$ cat config.mk
export PLATFORM = sky130hd
export DESIGN_NAME = nn_conv_deltabp_array
export DESIGN_NICKNAME = d
export VERILOG_FILES = /design/src/rtl/nn_conv_deltabp_array.sv
export SDC_FILE = /design/constraint.sdc
export NUM_CORES = 1
export LEC_CHECK = 0
export ABC_AREA = 1
export CAP_MARGIN = 20
export CORE_MARGIN = 2
export CORE_UTILIZATION = 40
export DETAILED_ROUTE_END_ITERATION = 10
export DONT_BUFFER_PORTS = 1
export SLEW_MARGIN = 20
export SYNTH_ARGS = -nofsm -noshare
export SYNTH_HDL_FRONTEND = slang
export SYNTH_SLANG_ARGS = --single-unit
$ cat constraint.sdc
create_clock -name CLK -period 6.9 [get_ports CLK]
set_input_delay 1.38 -clock CLK [delete_from_list [all_inputs] [get_ports CLK]]
set_output_delay 1.38 -clock CLK [all_outputs]
set_load 0.01 [all_outputs]
$ cat src/rtl/nn_conv_deltabp_array.sv
// Per-channel stochastic delta back-propagation: saturating difference counter gated by zp, plus epoch estimate.
// Latency: 1 cycle from sampled inputs to delta_out/SIGN_out; est/epoch_done update on the last enabled cycle of an epoch.
// Backpressure: none; EN=0 freezes all state and forces delta_out/epoch_done low.
//
// Ports:
//   CLK, INIT           clock (rising edge), synchronous active-low reset
//   EN                  global stream enable
//   delta, SIGN_delta   C*N delta bitstreams and signs (channel c at [c*N +: N])
//   alpha, SIGN_alpha   C*N weight bitstreams and signs
//   zp, R_condition     per-channel derivative gate and channel enable
//   delta_out, SIGN_out per-channel gated delta bitstream and its sign
//   est, epoch_done     per-channel signed epoch estimate (c at [c*EW +: EW]), valid strobe
module nn_conv_deltabp_array #(
  parameter int N              = 3,
  parameter int C              = 2,
  parameter int DW             = 3,
  parameter int LEN            = 8,
  // Sized so that +LEN (every emitted bit positive) is representable as well as -LEN.
  parameter int EW             = $clog2(LEN + 1) + 1,
  parameter int CLEAR_ON_EPOCH = 0
) (
  input  logic              CLK,
  input  logic              INIT,
  input  logic              EN,
  input  logic [C*N-1:0]    delta,
  input  logic [C*N-1:0]    SIGN_delta,
  input  logic [C*N-1:0]    alpha,
  input  logic [C*N-1:0]    SIGN_alpha,
  input  logic [C-1:0]      zp,
  input  logic [C-1:0]      R_condition,
  output logic [C-1:0]      delta_out,
  output logic [C-1:0]      SIGN_out,
  output logic [C*EW-1:0]   est,
  output logic              epoch_done
);

  localparam int CW  = $clog2(N + 1);
  // D + P - Q can never overflow this width.
  localparam int TW  = DW + CW + 1;
  localparam int ECW = $clog2(LEN);

  localparam logic [ECW-1:0]       ELAST  = ECW'(LEN - 1);
  localparam logic signed [TW-1:0] DMAX   = TW'((2 ** (DW - 1)) - 1);
  localparam logic signed [TW-1:0] DMIN   = TW'(-(2 ** (DW - 1)));
  localparam logic signed [TW-1:0] T_ONE  = TW'(1);
  localparam logic signed [EW-1:0] E_PONE = EW'(1);
  localparam logic signed [EW-1:0] E_MONE = '1;

  function automatic logic signed [DW-1:0] sat(input logic signed [TW-1:0] v);
    if (v > DMAX)      return DMAX[DW-1:0];
    else if (v < DMIN) return DMIN[DW-1:0];
    else               return v[DW-1:0];
  endfunction

  logic signed [DW-1:0] d_q     [C];
  logic signed [EW-1:0] acc_q   [C];
  logic [ECW-1:0]       ecnt;

  logic signed [DW-1:0] d_nxt   [C];
  logic signed [EW-1:0] acc_sum [C];
  logic [C-1:0]         emit;
  logic [C-1:0]         sgn_nxt;
  logic                 last;

  always_comb begin
    logic [N-1:0]         p;
    logic [N-1:0]         s;
    logic [CW-1:0]        pcnt;
    logic [CW-1:0]        qcnt;
    logic signed [TW-1:0] t;
    logic                 raw;
    last    = EN && (ecnt == ELAST);
    emit    = '0;
    sgn_nxt = SIGN_out;
    for (int c = 0; c < C; c++) begin
      p    = delta[c*N +: N] & alpha[c*N +: N];
      s    = SIGN_delta[c*N +: N] ^ SIGN_alpha[c*N +: N];
      pcnt = '0;
      qcnt = '0;
      for (int i = 0; i < N; i++) begin
        pcnt = pcnt + CW'(p[i] & ~s[i]);
        qcnt = qcnt + CW'(p[i] & s[i]);
      end
      t        = TW'(d_q[c]) + TW'(pcnt) - TW'(qcnt);
      raw      = 1'b0;
      d_nxt[c] = d_q[c];
      if (EN && R_condition[c]) begin
        if (t > 0) begin
          raw        = 1'b1;
          sgn_nxt[c] = 1'b0;
          d_nxt[c]   = sat(t - T_ONE);
        end else if (t < 0) begin
          raw        = 1'b1;
          sgn_nxt[c] = 1'b1;
          d_nxt[c]   = sat(t + T_ONE);
        end else begin
          d_nxt[c]   = '0;
        end
      end
      if (last && (CLEAR_ON_EPOCH != 0)) d_nxt[c] = '0;
      // The estimate counts emitted (zp-gated) bits, not raw ones.
      emit[c]    = raw & zp[c];
      acc_sum[c] = acc_q[c] + (emit[c] ? (sgn_nxt[c] ? E_MONE : E_PONE) : '0);
    end
  end

  always_ff @(posedge CLK) begin
    if (!INIT) begin
      ecnt       <= '0;
      delta_out  <= '0;
      SIGN_out   <= '0;
      est        <= '0;
      epoch_done <= 1'b0;
      for (int c = 0; c < C; c++) begin
        d_q[c]   <= '0;
        acc_q[c] <= '0;
      end
    end else if (EN) begin
      ecnt       <= last ? '0 : ecnt + ECW'(1);
      delta_out  <= emit;
      SIGN_out   <= sgn_nxt;
      epoch_done <= last;
      for (int c = 0; c < C; c++) begin
        d_q[c] <= d_nxt[c];
        if (last) begin
          est[c*EW +: EW] <= acc_sum[c];
          acc_q[c]        <= '0;
        end else begin
          acc_q[c]        <= acc_sum[c];
        end
      end
    end else begin
      delta_out  <= '0;
      epoch_done <= 1'b0;
    end
  end

endmodule
# After elaboration in Yosys (flattened, before gate mapping)
# Memories as Yosys holds them, arrays and structs flattened.
# Index checks and enable logic that the tools add are counted.
# Widths: inputs -> output; s select.
# word_totals
ff_bits	18
mem_bits_rw	16
input_bits	31
out_inout_bits	15
word_cells	123
memories	2
# mem_list
memory	depth	word_bits	rd	rd_ports_with_merged_regs	write_ports	line	source
acc_q	2	5	2	0	2	56	logic signed [EW-1:0] acc_q [C];
d_q	2	3	2	0	2	55	logic signed [DW-1:0] d_q [C];
# classes
add_sub_neg	19
order_cmp	12
n_eq_ne	1
muxes	49
bitwise	30
n_reduce_logical	5
# ops
op	n
$mux 3	17
$mux 5	8
$gt 6x3->1 const B	4
$lt 6x3->1 const B	4
$mux 1	24
$add 5x2->6 const B	2
$and 1x2->2	6
$not 1->2	6
$sub 5x2->6 const B	2
$add 5x5->5	2
$gt 5x1->1 const B	2
$lt 5x1->1 const B	2
$sub 4x3->5	2
$add 2x2->2	4
$add 3x3->4	2
$and 1x1->1	8
$and 3x3->3	2
$or 1x1->1	6
$xor 3x3->3	2
$add 1x1->2	2
$add 2x1->2	2
$reduce_and 2->1	2
$add 3x1->3 const B	1
$eq 3x3->1 const B	1
$logic_and 1x1->1	3

# Depth between registers and ports, before layout
# depth
depth_word	15
ltp_mapped	26
ltp_nobuf	26

# Worst setup path after synthesis
# No wires, ideal clock.
# synth_path
path_kind	input to register
startpoint	input SIGN_alpha[0]
endpoint	memory acc_q[0][4] in the netlist's numbering, data pin
t_arrival_ns	5.107
slack_ns	1.535
stages	23
n_path_buf	0
cell_sequence	xor2_1 > nand3_1 > fa_1 > inv_1 > ha_1 > inv_1 > ha_1 > fa_1 > inv_1 > fa_1 > nand4_1 > nand2_1 > inv_2 > ha_1 > inv_1 > fa_1 > o21ai_0 > nand2_1 > nand3b_1 > nand2_1 > nand3b_1 > nand2_1 > nor2_1
# synth_lines
element	line	source
from (decl)	28	input logic [C*N-1:0] SIGN_alpha,
to (decl)	56	

==> results.toml <==
[run_status]
status = "finished clean"

[clocking]
ctsResizeCount = 0
ctsHoldBuffers = 0
cts_sinks = 34
clk_latency_ns = 0.29
cts_buffers = 5
clk_pin_slew_ns = 0.07
cts_max_level = 2
cts_buffer_depth = 2
clock-root-buffer = "clkbuf_8"
cts_tree = "yes"
cts_setup_buffers = 0

[critical_path]
r2r_slack_ns = 3.03
endpoint_kind = "flip-flop"
timing.rr.end = "acc_q[0][4]"
path_cells = "xor2_1 > nand3_1 > fa_1 > inv_1 > ha_1 > inv_1 > ha_1 > fa_1 > inv_1 > fa_1 > nand4_1 > nand2_1 > inv_2 > ha_1 > inv_1 > fa_1 > o21ai_0 > nand2_1 > nand3b_1 > nand2_1 > nand3b_1 > nand2_1 > nor2_1"
r2r_cells = 19
arrival_ns = 5.35
max_stage_delay_ns = 0.54
setup.worst_path.class = "input port to flip-flop"
cp_max_fo = 7
crit_required_ns = 6.94
reg2reg_from = "d_q[0][1]"
critPathBufInv = 5
cp-start-kind = "input port"
slowest_stage = "fa_1"
crit_family = "adder cells"

[grt]
grt_usage_pct = 14.5
grt_pass1_vias = 2014
grt_pass1_wl_mm = 8.71
antenna_found_initial = 0
overflow = 0
grt_max_degree = 21

[cells_and_area]
layout.nets = 435
drive_gt1_share_pct = 8.94
syn_to_final_growth_pct = 7.22
antennaDiodeCount = 0

[synth]
synth_nets = 431
synth.area.top_cells = "edfxtp_1, dfxtp_1, ha_1"
ys_seq_area_share_pct = 30.5
synth_edf_count = 16
yosysTopAreaCellShare_pct = 17.4
synth_area_per_cell_um2 = 7.57
synth_ff_type = "dfxtp_1"
synth-seq-cells = 34
synth_common_cells = "nand2_1, inv_1, nor2_1, nand3_1, ha_1"
synthCells = 364
syn_area_um2 = 2760
ys_types = 28
ys_async_sr_fraction_pct = 0
synth_warnings = 0
synth_top_area_cell = "edfxtp_1"
yosys.cell_count.top_type = "nand2_1"

[worst_hold_path]
hold-path-cell-count = 1
hp-start = "ecnt[0]"
worst_hold_path.endpoint = "ecnt[0]"
min_path_type = "flip-flop to flip-flop"

[timing]
fin_crit_sh_pct = 77.0
relSlewSlack_pct = 66.9
hold_viol = 0
worst_pin_slew_ns = 0.496
worst_slack_ns = 1.59
fmax_mhz = 188
rsz0062_at_grt = "no"
fin_crit_ns = 5.31
setup_tns_ns = 0
setup_viol_count_final = 0
finalClockSkew_ns = 0.00928
timing.final.max_slew_violations = 0
hold_ws_ns = 0.473

[detailed_routing]
viasPerCell = 4.82
wire_per_inst_um = 11.3
routed_wl_mm = 5.06
drc = 0
vias = 2165
drtIter0Drc = 107
first_pass_iters = 4
antenna_left = 0

[pwr]
power.density_nw_per_um2 = 358
p_leak_uw = 0.00152
ir_drop_mv = 0.156
finalPower_uw = 1060

[placement]
place.gp.congestion = 0.774
dp_worst_setup_slack_ns = 1.26
portBuffers = 0
dp_hpwl_mm = 4.14

[floorplan]
core_um2 = 6720
row_count = 30
fp.dieW_um = 87.0
pin_count = 46
die_h_um = 87.0
fp.dieArea_um2 = 7570
initial_core_util_pct = 41.0

[flow_run]
drv_cap = 0
## stage by stage
| stage | utilization [%] | area (um^2) | cells |
|---|---|---|---|
| after global routing | 44.0 | 2950 | 449 |
| after global placement | 42.3 | 2840 | 441 |
| after CTS | 44.0 | 2950 | 449 |
| final | 44.0 | 2950 | 449 |
| after floorplan | - | 2760 | 364 |
| after detailed placement | 42.3 | 2840 | 441 |
## per-layer routing
metal | up-vias | share of wire, % | wire length, um | global-route usage [%]
li1 | 1151 | - | - | -
met1 | 949 | 47 | 2360 | 18.9
met2 | 61 | 46 | 2320 | 23.3
met3 | 4 | 6.7 | 341 | 4.27
met4 | 0 | 0.85 | 43 | 4.26
met5 | - | 0 | 0 | 0
## cell families after synthesis
kind of cell / after synthesis / share of synthesized area [%]
AO/OA/AOI/OAI: 41 / 8.72
XOR/XNOR: 12 / 3.81
adder cells (fa/ha/maj): 36 / 19.6
buffers and inverters: 76 / 10.4
flip-flops: 34 / 30.5
AND/OR/NAND/NOR: 165 / 27.0
## worst reg2reg max path: stages, from the launching register on
cell and delay, ns:
edfxtp_1 0.34, inv_1 0.06, fa_1 0.52, inv_1 0.07, fa_1 0.41, inv_1 0.07
fa_1 0.52, nand4_1 0.16, nand2_1 0.09, inv_2 0.10, ha_1 0.17, inv_1 0.06
fa_1 0.39, o21ai_0 0.17, nand2_1 0.08, nand3b_1 0.08, nand2_1 0.07, nand3b_1 0.15
nand2_1 0.09, nor2_1 0.04
## how the worst max path moves through the flow
stage | from | end | slack, ns | depth (start not counted)
2_1_floorplan | SIGN_alpha[0] | acc_q[0][4] | 1.54 | 23
3_3_place_gp | SIGN_alpha[0] | acc_q[0][4] | 1.33 | 23
3_5_place_dp | SIGN_alpha[0] | acc_q[0][4] | 1.26 | 23
4_1_cts | SIGN_alpha[0] | acc_q[0][4] | 1.57 | 23
5_1_grt | SIGN_alpha[2] | acc_q[0][4] | 1.30 | 25
6_report | SIGN_alpha[0] | acc_q[0][4] | 1.59 | 23
## flip-flops by register name, indices dropped and copies added, names as in the netlist
signal      cells
ecnt            3
epoch_done      1
d_q             6
acc_q          10
est            10
delta_out       2
SIGN_out        2
## power by group
part	switching [uW]	internal, uW	leakage (uW)
combinational	409	230	0.00115
sequential	11.8	237	0.000320
clock	70.1	101	0.0000575
## layout by cell type (no fill, tap or decap), types with 4 or more instances in the layout
master,n
nor2_1,37
nand4_1,5
a21oi_1,21
dfxtp_1,18
fa_1,12
nand2_1,77
o21ai_0,12
nand3_1,29
nand2_2,5
ha_1,24
xor2_1,11
clkbuf_8,8
inv_1,66
nand2_4,4
inv_2,6
edfxtp_1,16
## layout make-up
class                      count  area (um^2)
fill                         672         3760
multi-input combinational    254         1630
clock buffer                   8          110
tap                           80          100
sequential                    34          841
inverter                      73          274
(Power assumes the default switching activity.)
